$ cat src/rtl/golden_nonce_tx.sv
// Golden-nonce reporter: queues 32-bit nonces in a small FIFO and sends each one
// as a 6-byte 8N1 UART frame (A5, nonce MSB..LSB, XOR checksum).
module golden_nonce_tx #(
  parameter int baud_rate    = 9600,
  parameter int sys_clk_freq = 12000000,
  parameter int fifo_depth   = 4
) (
  input  logic                          comm_clk,
  input  logic                          reset,
  input  logic                          nonce_valid,
  input  logic [31:0]                   nonce,
  output logic                          tx_serial,
  output logic                          busy,
  output logic                          overflow,
  output logic [$clog2(fifo_depth):0]   fifo_count
);

  localparam int CLKS_PER_BIT = sys_clk_freq / baud_rate;
  localparam int PTR_W        = $clog2(fifo_depth);
  localparam int CNT_W        = PTR_W + 1;
  localparam int BCNT_W       = $clog2(CLKS_PER_BIT);

  typedef enum logic [1:0] {IDLE, START, DATA, STOP} state_t;

  state_t            state_q, state_d;
  logic [BCNT_W-1:0] bit_cnt_q, bit_cnt_d;
  logic [2:0]        bit_idx_q, bit_idx_d;
  logic [2:0]        byte_idx_q, byte_idx_d;
  logic [47:0]       frame_q, frame_d;
  logic              tx_q, tx_d;
  logic [PTR_W-1:0]  wr_ptr_q, wr_ptr_d;
  logic [PTR_W-1:0]  rd_ptr_q, rd_ptr_d;
  logic [CNT_W-1:0]  count_q, count_d;
  logic              overflow_q, overflow_d;

  logic [31:0]       mem_q [fifo_depth];
  logic [31:0]       head;
  logic [7:0]        head_chk;
  logic              push;
  logic              pop;
  logic              bit_last;

  assign head     = mem_q[rd_ptr_q];
  assign head_chk = head[31:24] ^ head[23:16] ^ head[15:8] ^ head[7:0];
  assign bit_last = (bit_cnt_q == BCNT_W'(CLKS_PER_BIT - 1));

  always_comb begin
    state_d    = state_q;
    bit_cnt_d  = bit_cnt_q;
    bit_idx_d  = bit_idx_q;
    byte_idx_d = byte_idx_q;
    frame_d    = frame_q;
    tx_d       = 1'b1;
    pop        = 1'b0;

    case (state_q)
      IDLE: begin
        if (count_q != '0) begin
          pop        = 1'b1;
          frame_d    = {8'hA5, head, head_chk};
          byte_idx_d = 3'd0;
          bit_cnt_d  = '0;
          state_d    = START;
        end
      end
      START: begin
        tx_d = 1'b0;
        if (bit_last) begin
          bit_cnt_d = '0;
          bit_idx_d = 3'd0;
          state_d   = DATA;
        end else begin
          bit_cnt_d = bit_cnt_q + BCNT_W'(1);
        end
      end
      DATA: begin
        // The byte on the wire always sits in the top octet of the frame register.
        tx_d = frame_q[40 + int'(bit_idx_q)];
        if (bit_last) begin
          bit_cnt_d = '0;
          if (bit_idx_q == 3'd7) begin
            state_d = STOP;
          end else begin
            bit_idx_d = bit_idx_q + 3'd1;
          end
        end else begin
          bit_cnt_d = bit_cnt_q + BCNT_W'(1);
        end
      end
      STOP: begin
        if (bit_last) begin
          bit_cnt_d = '0;
          if (byte_idx_q != 3'd5) begin
            byte_idx_d = byte_idx_q + 3'd1;
            frame_d    = {frame_q[39:0], 8'h00};
            state_d    = START;
          end else begin
            state_d = IDLE;
          end
        end else begin
          bit_cnt_d = bit_cnt_q + BCNT_W'(1);
        end
      end
      default: state_d = IDLE;
    endcase

    // A full FIFO still accepts a push when the head leaves on the same edge.
    push       = nonce_valid && ((count_q < CNT_W'(fifo_depth)) || pop);
    overflow_d = overflow_q || (nonce_valid && !push);
    wr_ptr_d   = push ? wr_ptr_q + PTR_W'(1) : wr_ptr_q;
    rd_ptr_d   = pop ? rd_ptr_q + PTR_W'(1) : rd_ptr_q;
    count_d    = count_q + CNT_W'(push) - CNT_W'(pop);
  end

  always_ff @(posedge comm_clk) begin
    if (push) begin
      mem_q[wr_ptr_q] <= nonce;
    end
  end

  always_ff @(posedge comm_clk or posedge reset) begin
    if (reset) begin
      state_q    <= IDLE;
      bit_cnt_q  <= '0;
      bit_idx_q  <= 3'd0;
      byte_idx_q <= 3'd0;
      frame_q    <= '0;
      tx_q       <= 1'b1;
      wr_ptr_q   <= '0;
      rd_ptr_q   <= '0;
      count_q    <= '0;
      overflow_q <= 1'b0;
    end else begin
      state_q    <= state_d;
      bit_cnt_q  <= bit_cnt_d;
      bit_idx_q  <= bit_idx_d;
      byte_idx_q <= byte_idx_d;
      frame_q    <= frame_d;
      tx_q       <= tx_d;
      wr_ptr_q   <= wr_ptr_d;
      rd_ptr_q   <= rd_ptr_d;
      count_q    <= count_d;
      overflow_q <= overflow_d;
    end
  end

  assign tx_serial  = tx_q;
  assign overflow   = overflow_q;
  assign fifo_count = count_q;
  assign busy       = (state_q != IDLE) || (count_q != '0);

endmodule

$ cat config.mk
export PLATFORM = sky130hd
export DESIGN_NAME = golden_nonce_tx
export DESIGN_NICKNAME = d
export VERILOG_FILES = /design/src/rtl/golden_nonce_tx.sv
export SDC_FILE = /design/constraint.sdc
export NUM_CORES = 1
export LEC_CHECK = 0
export BUFFER_PORTS_ARGS = -buffer_cell sky130_fd_sc_hd__clkbuf_2
export CORE_AREA = 2 2 136 138
export DETAILED_ROUTE_END_ITERATION = 8
export DIE_AREA = 0 0 138 140
export PLACE_DENSITY_LB_ADDON = 0.25
export REMOVE_ABC_BUFFERS = 1
export SKIP_LAST_GASP = 1
export SLEW_MARGIN = 40
export SYNTH_ARGS = -nofsm -noshare
export SYNTH_HDL_FRONTEND = slang
export SYNTH_SLANG_ARGS = --single-unit
$ cat constraint.sdc
create_clock -name comm_clk -period 3.55 [get_ports comm_clk]
set_clock_uncertainty 0.15 [all_clocks]
set_input_delay 0.355 -clock comm_clk [delete_from_list [all_inputs] [get_ports comm_clk]]
set_output_delay 0.355 -clock comm_clk [all_outputs]
set_load 0.005 [all_outputs]
==> results of run 1 <==
## power groups by stage
stage	Clock, mW	Combinational [mW]	Sequential [mW]
2_1_floorplan	0	2.29	3.50
3_3_place_gp	0	3.04	3.41
3_5_place_dp	0	3.12	3.45
4_1_cts	2.22	3.16	3.41
5_1_grt	2.31	3.42	3.47
6_report	2.16	3.10	3.41
## Yosys cell counts, drive strengths merged
cell type | n | share of area (%)
ha | 17 | 2.4
a22o | 15 | 1.5
nand4 | 5 | 0.43
and2 | 4 | 0.29
a41oi | 1 | 0.10
mux2 | 65 | 8.8
xor2 | 9 | 0.90
nand2b | 2 | 0.14
o21bai | 1 | 0.086
a22oi | 2 | 0.17
mux4 | 34 | 8.8
inv | 17 | 0.73
or2 | 1 | 0.072
dfstp | 1 | 0.30
a31oi | 2 | 0.14
nor3 | 3 | 0.17
and4bb | 1 | 0.14
or3 | 3 | 0.21
nor4b | 2 | 0.44
and3 | 7 | 0.50
nand2 | 7 | 0.30
nor2b | 4 | 0.29
and4 | 2 | 0.20
and4b | 2 | 0.23
xnor2 | 21 | 2.1
o31ai | 1 | 0.086
nand3 | 4 | 0.23
nor2 | 2 | 0.086
a2bb2oi | 1 | 0.10
edfxtp | 128 | 44
clkinv | 1 | 0.043
a21o | 1 | 0.086
a21oi | 7 | 0.44
buf | 13 | 1.2
clkbuf | 6 | 0.26
o22ai | 2 | 0.14
o2bb2ai | 3 | 0.30
fa | 1 | 0.23
dfrtp | 75 | 21
o22a | 4 | 0.40
o21ai | 12 | 0.69
mux2i | 7 | 0.80
a31o | 1 | 0.10
a21boi | 1 | 0.086
## worst max-delay path: stages, from the launching register on
cell	delay, ps
dfrtp_1	410
inv_1	140
ha_1	310
nor4b_2	240
buf_4	240
clkinv_1	290
clkbuf_2	200
## layer usage
| metal | up-vias | GRT usage [%] | routed length, um |
|---|---|---|---|
| met5 | - | 0 | 0 |
| met4 | 0 | 7.30 | 593 |
| met3 | 37 | 2.94 | 529 |
| met2 | 81 | 28.4 | 7720 |
| met1 | 2353 | 21.8 | 7000 |
| li1 | 2125 | - | - |
## placed cells by master, fill, tap and decap left out, drive strengths merged, types with 5 or more instances in the layout
master       count
a22o            15
edfxtp         128
xor2             9
ha              17
buf             15
a21oi            7
clkbuf          73
and3             7
clkinv           5
xnor2           21
mux2            65
mux4            34
dlygate4sd3     34
o21ai           12
inv             17
dfrtp           75
mux2i            7
nand2            7
nand4            5
## kinds of logic (layout without fill, tap and decap cells)
kind of cell    after synthesis  in the layout
fa+ha+maj                    18             18
xor+xnor                     30             30
simple gates                 49             49
flops                       204            204
mux                         106            106
buf+inv                      37            146
compound gates               54             54
## cell type report
cell class,count,share of cell area [%]
repair buffers,89,6.35
well taps,229,2.79
clock inverters,6,0.329
multi-input cells,257,27.5
clock buffers,33,6.45
inverters,18,0.657
flip-flops and latches,204,55.9
## path summary, 6_finish.rpt
check	startpoint	to	slack (ps)	cells after the start
worst max-delay path	state_q[0]	busy	720	6
worst min-delay path	overflow	overflow	340	1
worst max register to register	state_q[0]	fifo_count[2]	730	12
worst min register to register	overflow	overflow	340	1
max in group asynchronous	reset	frame_q[34]	2070	4
min in group asynchronous	reset	byte_idx_q[1]	370	3
## state kept, by name, summed over array words and instances (netlist names)
name / count
bit_cnt_q: 11
fifo_count: 3
wr_ptr_q: 2
overflow: 1
bit_idx_q: 3
byte_idx_q: 3
frame_q: 48
tx_serial: 1
rd_ptr_q: 2
state_q: 2
mem_q: 128
## metrics by stage
stage | setup WS, ps | std cells
final | 719 | 836
after global routing | 544 | 836
after CTS | 732 | 836
after detailed placement | 750 | 763
after global placement | 773 | 763
after floorplan | -184 | 479
==> run metrics, run 1 <==
worst slew pin tran 707 ps; Syn Inst Count roughly 500; Internal 6.06 mW; hold_buf cts 34; largest net degree at the start of global routing 39; Initial Utilization about half; final worst path period share 79.7%; post-route cell area 10,300 um^2; vias in the first global route ~5,000; Ant. Diodes 0; CTS clk-pin slew, worst paths 60 ps; CTS tree yes; Core Footprint between 15,000 and 20,000 um^2; Power, Total between 8 and 9 mW; # fillers between 1,000 and 1,500; flop and latch count out of synthesis about 200; mapped cell area 8750 um^2; vias 4,596; drt first-iter violations 286; switching part of the total between 30% and 40%; HPWL after DPL around 9.6 mm; XOR/XNOR Fraction of Synth Area approximately 3%; CP Launch Type flop; die extent in x 138 um; critical path arrival 2330 ps; largest family of logic cells by synthesized area multiplexers; die area 19,300 um^2; worst-skew pair later-pin latency 490 ps; total I/O pin count 41; Area after DPL 9230 um^2; Synthesis Warnings 0; Area Overhead vs Synth 17.4%; post-synthesis compound-gate area fraction 4.43%; row count between 40 and 50; Final Hold Slack ~340 ps; layout cells sized above 1 32.1%; combinational share of power 35.8%; die height 140 um; PwrDens 843 nW/um^2; first-pass GRT wire length 25.9 mm; run status complete, no violations; Nets between 600 and 700; Fmax 353 MHz; Root Driver clkbuf_16; area of the multi-input gates 2830 um^2; Leakage 3.88 nW; Final GP Congestion 0.758; Routed WL per cell about 19 um; Psw approximately 2.6 mW; Global Route Usage Sum between 10% and 20%; first drt pass iteration count 4; Max-cap violations 0; Total Routed Length 15.8 mm; VDD IR max 0.465 mV; Slew HR 52.5%; Overflow after GRT 0; Port Buffer Count 40; setup TNS 0 ps; register area 5750 um^2; Final setup viols 0; CTS resizes 0; simple-gate portion of the synthesized area under 10%; Setup Crit Path Kind reg -> out; final hold vios 0; post-synthesis mux area share 18.3%; CTS Buf Count 22; DR vias/cell around 5.5; clock power share 24.9%; CP Max Fanout 11; RSZ-0062 raised after global routing false; Unique masters post-synth 53; Residual DRC 0; post-synthesis sequential area ratio about 66%; min Tclk post-route 2830 ps; HP Class reg -> reg; clock sinks 204; Post-Synth Adder-Cell Area 2.66%; Crit. End Element primary output; Routed Antenna Nets 0; CTS H-tree lvls 1; Required @ worst endpoint about 3000 ps; Avg Cell Area, Syn 17.6 um^2; Final Max Slew Viols 0; deepest clock path buffer count 3; Post-CTS Setup Bufs 0; initial antenna violation count 0; Seq pwr share between 30% and 40%; final core occ 57.8%
No activity file was read; power rests on OpenSTA's default activity.
==> inputs of run 2 (changes only) <==
--- a/config.mk
+++ b/config.mk
@@ -5,10 +5,11 @@
 export SDC_FILE = /design/constraint.sdc
 export NUM_CORES = 1
 export LEC_CHECK = 0
+export ABC_AREA = 1
 export BUFFER_PORTS_ARGS = -buffer_cell sky130_fd_sc_hd__clkbuf_2
-export CORE_AREA = 2 2 136 138
+export CORE_AREA = 2 2 141 143
 export DETAILED_ROUTE_END_ITERATION = 8
-export DIE_AREA = 0 0 138 140
+export DIE_AREA = 0 0 143 145
 export PLACE_DENSITY_LB_ADDON = 0.25
 export REMOVE_ABC_BUFFERS = 1
 export SKIP_LAST_GASP = 1
==> constraint.sdc (replaced) <==
create_clock -name comm_clk -period 2.7 [get_ports comm_clk]
set_clock_uncertainty 0.15 [all_clocks]
set_input_delay 0.27 -clock comm_clk [delete_from_list [all_inputs] [get_ports comm_clk]]
set_output_delay 0.27 -clock comm_clk [all_outputs]
set_load 0.005 [all_outputs]
==> run 2 against run 1 <==
- cell count grew 69%
- sequential cell count is the same
- die area grew 7.3%
- sequential power grew 10%
- first-iteration DRC count grew 7.7%
- clock power grew 26%
- total power shrank 16%
- critical path depth grew 5
- utilization shrank 0.30 points
- area after synthesis grew 8.4%
- critical endpoint is now fifo_count[1]
==> run metrics, run 2 <==
run status complete, no violations; HPWL after DPL 11.6 mm; Ant. Diodes 0; CTS H-tree lvls 1; Avg Cell Area, Syn about 9 um^2; deepest clock path buffer count 3; Crit. End Element flop; Max-cap violations 0; HP Class in -> async; Top Family by Delay on Critical Path adder cells; post-synthesis sequential area ratio 60.6%; slowest CP cell fa_1; drt first-iter violations 308; Slowest Stage Delay on Critical Path 470 ps; CP Max Fanout 6; Root Driver clkbuf_16; Initial Utilization 49.4%; share of the synthesized area in the top cell type 40.5%; Final GP Congestion 0.852; RR Startpoint state_q[0]; clock power share a little under two fifths; Final Max Slew Viols 0; Synthesis Warnings 0; initial antenna violation count 0; Slew HR 56.6%; most area-consuming cells after synthesis edfxtp_1 (41%), nand2_1 (20%), dfrtp_1 (20%); final hold vios 0; # fillers 1,645; Critical Path, Cell by Cell inv_1 > ha_1 > inv_1 > nand2_1 > nand2_1 > ha_1 > inv_1 > ha_1 > inv_1 > fa_1 > inv_1; CTS resizes 0; commonest cells in the netlist nand2_1 (503), edfxtp_1 (128), nand3_1 (88), dfrtp_1 (75), inv_1 (68); Required @ worst endpoint ~2900 ps; vias in the first global route roughly 6,600; Setup Crit Path Kind reg -> reg; max reg flops 128; setup TNS 0 ps; Post-Layout Cell Count 1,409; Synth area leader edfxtp_1; Internal 5.52 mW; Routed WL per cell 13.6 um; commonest non-fill, non-tap cell in the layout nand2_1; Biggest register mem_q; first-pass GRT wire length 32.7 mm; PwrDens 662 nW/um^2; die height 145 um; Area Overhead vs Synth 16.5%; Port Buffer Count 40; Global Route Usage Sum 19.5%; die extent in x 143 um; Residual DRC 0; RSZ-0062 raised after global routing false; critical path arrival 2620 ps; Post-synth EDFFs 128; min Tclk post-route 2370 ps; clock sinks 204; switching part of the total around a quarter; CTS Buf Count 23; flop and latch count out of synthesis 204; Core Footprint just under 20,000 um^2; Routed Antenna Nets 0; Final setup viols 0; first drt pass iteration count 4; vias 6,937; Seq pwr share slightly above 50%; most frequent cell after synthesis nand2_1; Fmax 421 MHz; largest net degree at the start of global routing 50; CTS clk-pin slew, worst paths about 60 ps; Psw 1.80 mW; final worst path period share 87.9%; Top Registers mem_q (128), frame_q (48), bit_cnt_q (11); die area around 21,000 um^2; DR vias/cell roughly 4.9; CTS tree yes; Unique masters post-synth 31; Total Routed Length 19.1 mm; asr flop ratio synth 37.3%; final core occ 57.5%; total I/O pin count 41; combinational share of power a little under an eighth; VDD IR max between 0.3 and 0.4 mV; most numerous cell on the critical path inv_1; most frequent cells in the layout nand2_1 (503), edfxtp_1 (128), nand3_1 (88), dfrtp_1 (73), inv_1 (67); Nets 1,182; Buffers & Inverters on Critical Path 5; Overflow after GRT 0; hold_buf cts 34; worst-skew pair later-pin latency 500 ps; CP Launch Type flop; Leakage 5.00 nW; Power, Total 7.32 mW; worst slew pin tran 650 ps; reg-to-reg slack, setup 330 ps; worst setup path startpoint state_q[0]; dpl cells between 1,000 and 1,500; Post-CTS Setup Bufs 0; layout cells sized above 1 a little under a tenth; row count 51; Syn Inst Count 1,053; most used flip-flop cell after synthesis edfxtp_1; mapped cell area 9480 um^2
==> run 2: cell types whose count changed after synthesis, moves of 7 or more <==
cell,before,now
nor2_1,2,17
mux4_2,34,0
xnor2_1,21,3
a22o_1,15,0
mux2i_1,7,0
and3_1,7,0
o21ai_1,0,12
mux2_2,54,0
mux2_4,9,0
nand3_1,4,88
nand2_1,7,503
inv_1,17,68
buf_2,4,29
o21ai_0,12,53
==> run 2: cells by family (layout without fill, tap and decap cells) <==
kind of cell | Yosys count | in the layout | share of synthesized area, %
compound gates | 83 | 83 | 4.60
xor+xnor | 9 | 9 | 0.831
simple gates | 624 | 624 | 26.3
flops | 204 | 204 | 60.6
buf+inv | 115 | 206 | 5.17
fa+ha+maj | 18 | 18 | 2.45
==> run 2: worst reg2reg max path, cell delays in order, from the launching register on <==
cell     delay [ps]
dfrtp_1         420
inv_1           130
ha_1            280
inv_1           130
nand2_1          70
nand2_1          60
ha_1            280
inv_1            60
ha_1            130
inv_1            50
fa_1            470
inv_1            40
==> run 2: final timing paths <==
check                                 to  cells past startpoint
max                        fifo_count[1]                     11
min                          frame_q[24]                      3
max reg2reg                fifo_count[1]                     11
min reg2reg                  frame_q[31]                      2
max in group asynchronous      tx_serial                      4
min in group comm_clk        frame_q[31]                      2
==> run 2: final cells by class <==
class / count / area, um^2 / share of cell area, %
Clock inverter: 13 / 63.8 / 0.578
Tap cell: 265 / 332 / 3.00
Clock buffer: 27 / 591 / 5.35
Multi-Input combinational cell: 734 / 3280 / 29.7
Timing Repair Buffer: 93 / 758 / 6.86
Inverter: 73 / 274 / 2.48
Sequential cell: 204 / 5750 / 52.1
==> run 2: through the flow <==
| stage | hold slack (ps) | instance area (um^2) | setup WS [ps] |
|---|---|---|---|
| 2_1_floorplan | 219 | 9270 | -785 |
| 6_report | 269 | 11000 | 328 |
| 3_5_place_dp | 258 | 10100 | 315 |
| 3_3_place_gp | 262 | 10000 | 375 |
| 5_1_grt | 331 | 11000 | 101 |
| 4_1_cts | 293 | 11000 | 312 |
==> run 2: power groups by stage <==
| stage | Combinational (mW) | Clock [mW] | Sequential [mW] |
|---|---|---|---|
| 6_report | 0.841 | 2.72 | 3.75 |
| 5_1_grt | 0.973 | 2.92 | 3.79 |
| 4_1_cts | 0.864 | 2.80 | 3.76 |
| 3_5_place_dp | 0.823 | 0 | 3.82 |
| 3_3_place_gp | 0.810 | 0 | 3.81 |
| 2_1_floorplan | 0.483 | 0 | 3.81 |
==> run 2: layer usage <==
layer / wire length, um / global-route usage, % / vias to the layer above
met2: 9480 / 32.7 / 118
met5: 0 / 0 / -
met4: 243 / 5.20 / 0
met1: 8540 / 26.7 / 3227
met3: 858 / 2.74 / 19
li1: - / - / 3573
==> inputs of run 3 (changes only) <==
--- a/config.mk
+++ b/config.mk
@@ -5,11 +5,10 @@
 export SDC_FILE = /design/constraint.sdc
 export NUM_CORES = 1
 export LEC_CHECK = 0
-export ABC_AREA = 1
 export BUFFER_PORTS_ARGS = -buffer_cell sky130_fd_sc_hd__clkbuf_2
-export CORE_AREA = 2 2 141 143
+export CORE_AREA = 2 2 174 176
 export DETAILED_ROUTE_END_ITERATION = 8
-export DIE_AREA = 0 0 143 145
+export DIE_AREA = 0 0 176 178
 export PLACE_DENSITY_LB_ADDON = 0.25
 export REMOVE_ABC_BUFFERS = 1
 export SKIP_LAST_GASP = 1
==> run 3 against run 2 <==
- cell area shrank 4.0%
- worst setup slack lost 130 ps
- cell count shrank 29%
==> run metrics, run 3 (synthesized netlist as in run 1, its figures left out) <==
CP Max Fanout 6; RSZ-0062 raised after global routing false; final hold vios 0; final worst path period share 92.6%; Port Buffer Count 40; deepest clock path buffer count 3; VDD IR max about 0.35 mV; Slew HR 55.8%; reg-to-reg slack, setup 200 ps; CTS clk-pin slew, worst paths 60 ps; layout cells sized above 1 32.9%; Overflow after GRT 0; vias 4,648; CTS H-tree lvls 1; DR vias/cell 4.63; worst-skew pair later-pin latency approximately 500 ps; Routed WL per cell 17.0 um; Initial Utilization ~30%; most frequent cells in the layout edfxtp_1 (128), dfrtp_1 (74), mux2_2 (54), clkbuf_2 (40); dpl cells slightly above 900; Final Hold Slack 219 ps; critical path arrival roughly 2700 ps; Post-Layout Cell Count 1,004; Core Footprint 29,400 um^2; largest net degree at the start of global routing 46; Routed Antenna Nets 0; RR Startpoint state_q[0]; vias in the first global route 5,096; CP Launch Type flop; HPWL after DPL 10.5 mm; Setup Crit Path Kind reg -> reg; Leakage 3.94 nW; worst reg2reg path endpoint fifo_count[2]; Worst R2R Path Depth 12; CTS tree yes; Final GP Congestion 0.709; Crit. End Element flop; Residual DRC 0; Global Route Usage Sum 11.3%; first drt pass iteration count 4; Ant. Diodes 0; max reg flops 128; clock sinks between 200 and 250; CTS Buf Count 23; Final setup viols 0; run status complete, no violations; Nets 650; Biggest register mem_q; row count 63; initial antenna violation count 0; die extent in x 176 um; Total Routed Length 17.1 mm; commonest non-fill, non-tap cell in the layout edfxtp_1; Root Driver clkbuf_16; Top Registers mem_q (128), frame_q (48), bit_cnt_q (11); die height 178 um; setup TNS 0 ps; worst slew pin tran 663 ps; Max-cap violations 0; Required @ worst endpoint 2930 ps; first-pass GRT wire length 27.9 mm; Final Max Slew Viols 0; Fmax 400 MHz; die area between 30,000 and 40,000 um^2; total I/O pin count between 40 and 50; drt first-iter violations roughly 190; HP Class in -> async; Area Overhead vs Synth 21.1%; PwrDens around 1100 nW/um^2; min Tclk post-route 2500 ps
## run 3: metrics by stage
stage	power, mW	cell area, um^2	worst slack (ps)	util [%]
2_1_floorplan	7.60	8630	-1030	-
3_3_place_gp	8.70	9540	217	32.4
3_5_place_dp	8.84	9540	163	32.4
4_1_cts	11.8	10600	130	36.0
5_1_grt	12.4	10600	20.9	36.1
6_report	11.6	10600	199	36.1
## run 3: how the worst max path moves through the flow
stage,start,endpoint,slack (ps),depth (start not counted)
floorplan,state_q[1],frame_q[10],-1030,5
global placement,state_q[0],fifo_count[2],220,12
detailed placement,state_q[0],fifo_count[2],160,12
CTS,state_q[0],fifo_count[2],130,12
global route,state_q[0],fifo_count[2],20,12
finish,state_q[0],fifo_count[2],200,12
## run 3: worst max-delay path: stages (launching register included)
cell     delay (ps)
dfrtp_1         350
inv_1            90
ha_1            210
buf_4           150
o31ai_1         100
inv_1           120
ha_1            290
inv_1            60
ha_1            130
inv_1            50
fa_1            400
xnor2_2         150
xnor2_1         130
## run 3: routing by layer
metal  GRT usage [%]  share of wire [%]
met1            14.5                 44
met2            19.9                 51
met3            2.02                3.1
met4            2.79                1.5
met5               0                  0
## run 3: power breakdown
group / total [mW] / switching, mW / internal, mW / leakage [nW]
Clock: 2.85 / 1.18 / 1.67 / 0.345
Combinational: 4.31 / 2.02 / 2.29 / 1.50
Sequential: 4.47 / 0.346 / 4.13 / 2.09
Total: 11.6 / 3.55 / 8.09 / 3.94
## run 3: cell type report
type | count | area, um^2
Tap cell | 390 | 488
Fill cell | 2735 | 18800
Inverter | 18 | 70.1
Sequential cell | 204 | 5750
Clock inverter | 11 | 83.8
Clock buffer | 31 | 606
Timing Repair Buffer | 93 | 771
Multi-Input combinational cell | 257 | 2840
## run 3: what timing repair did
item	in CTS	in global routing
resized for setup	1	2
endpoints found under the hold margin	159	0
buffers inserted	0	2
setup endpoints to repair	1	2
hold buffers	34	0
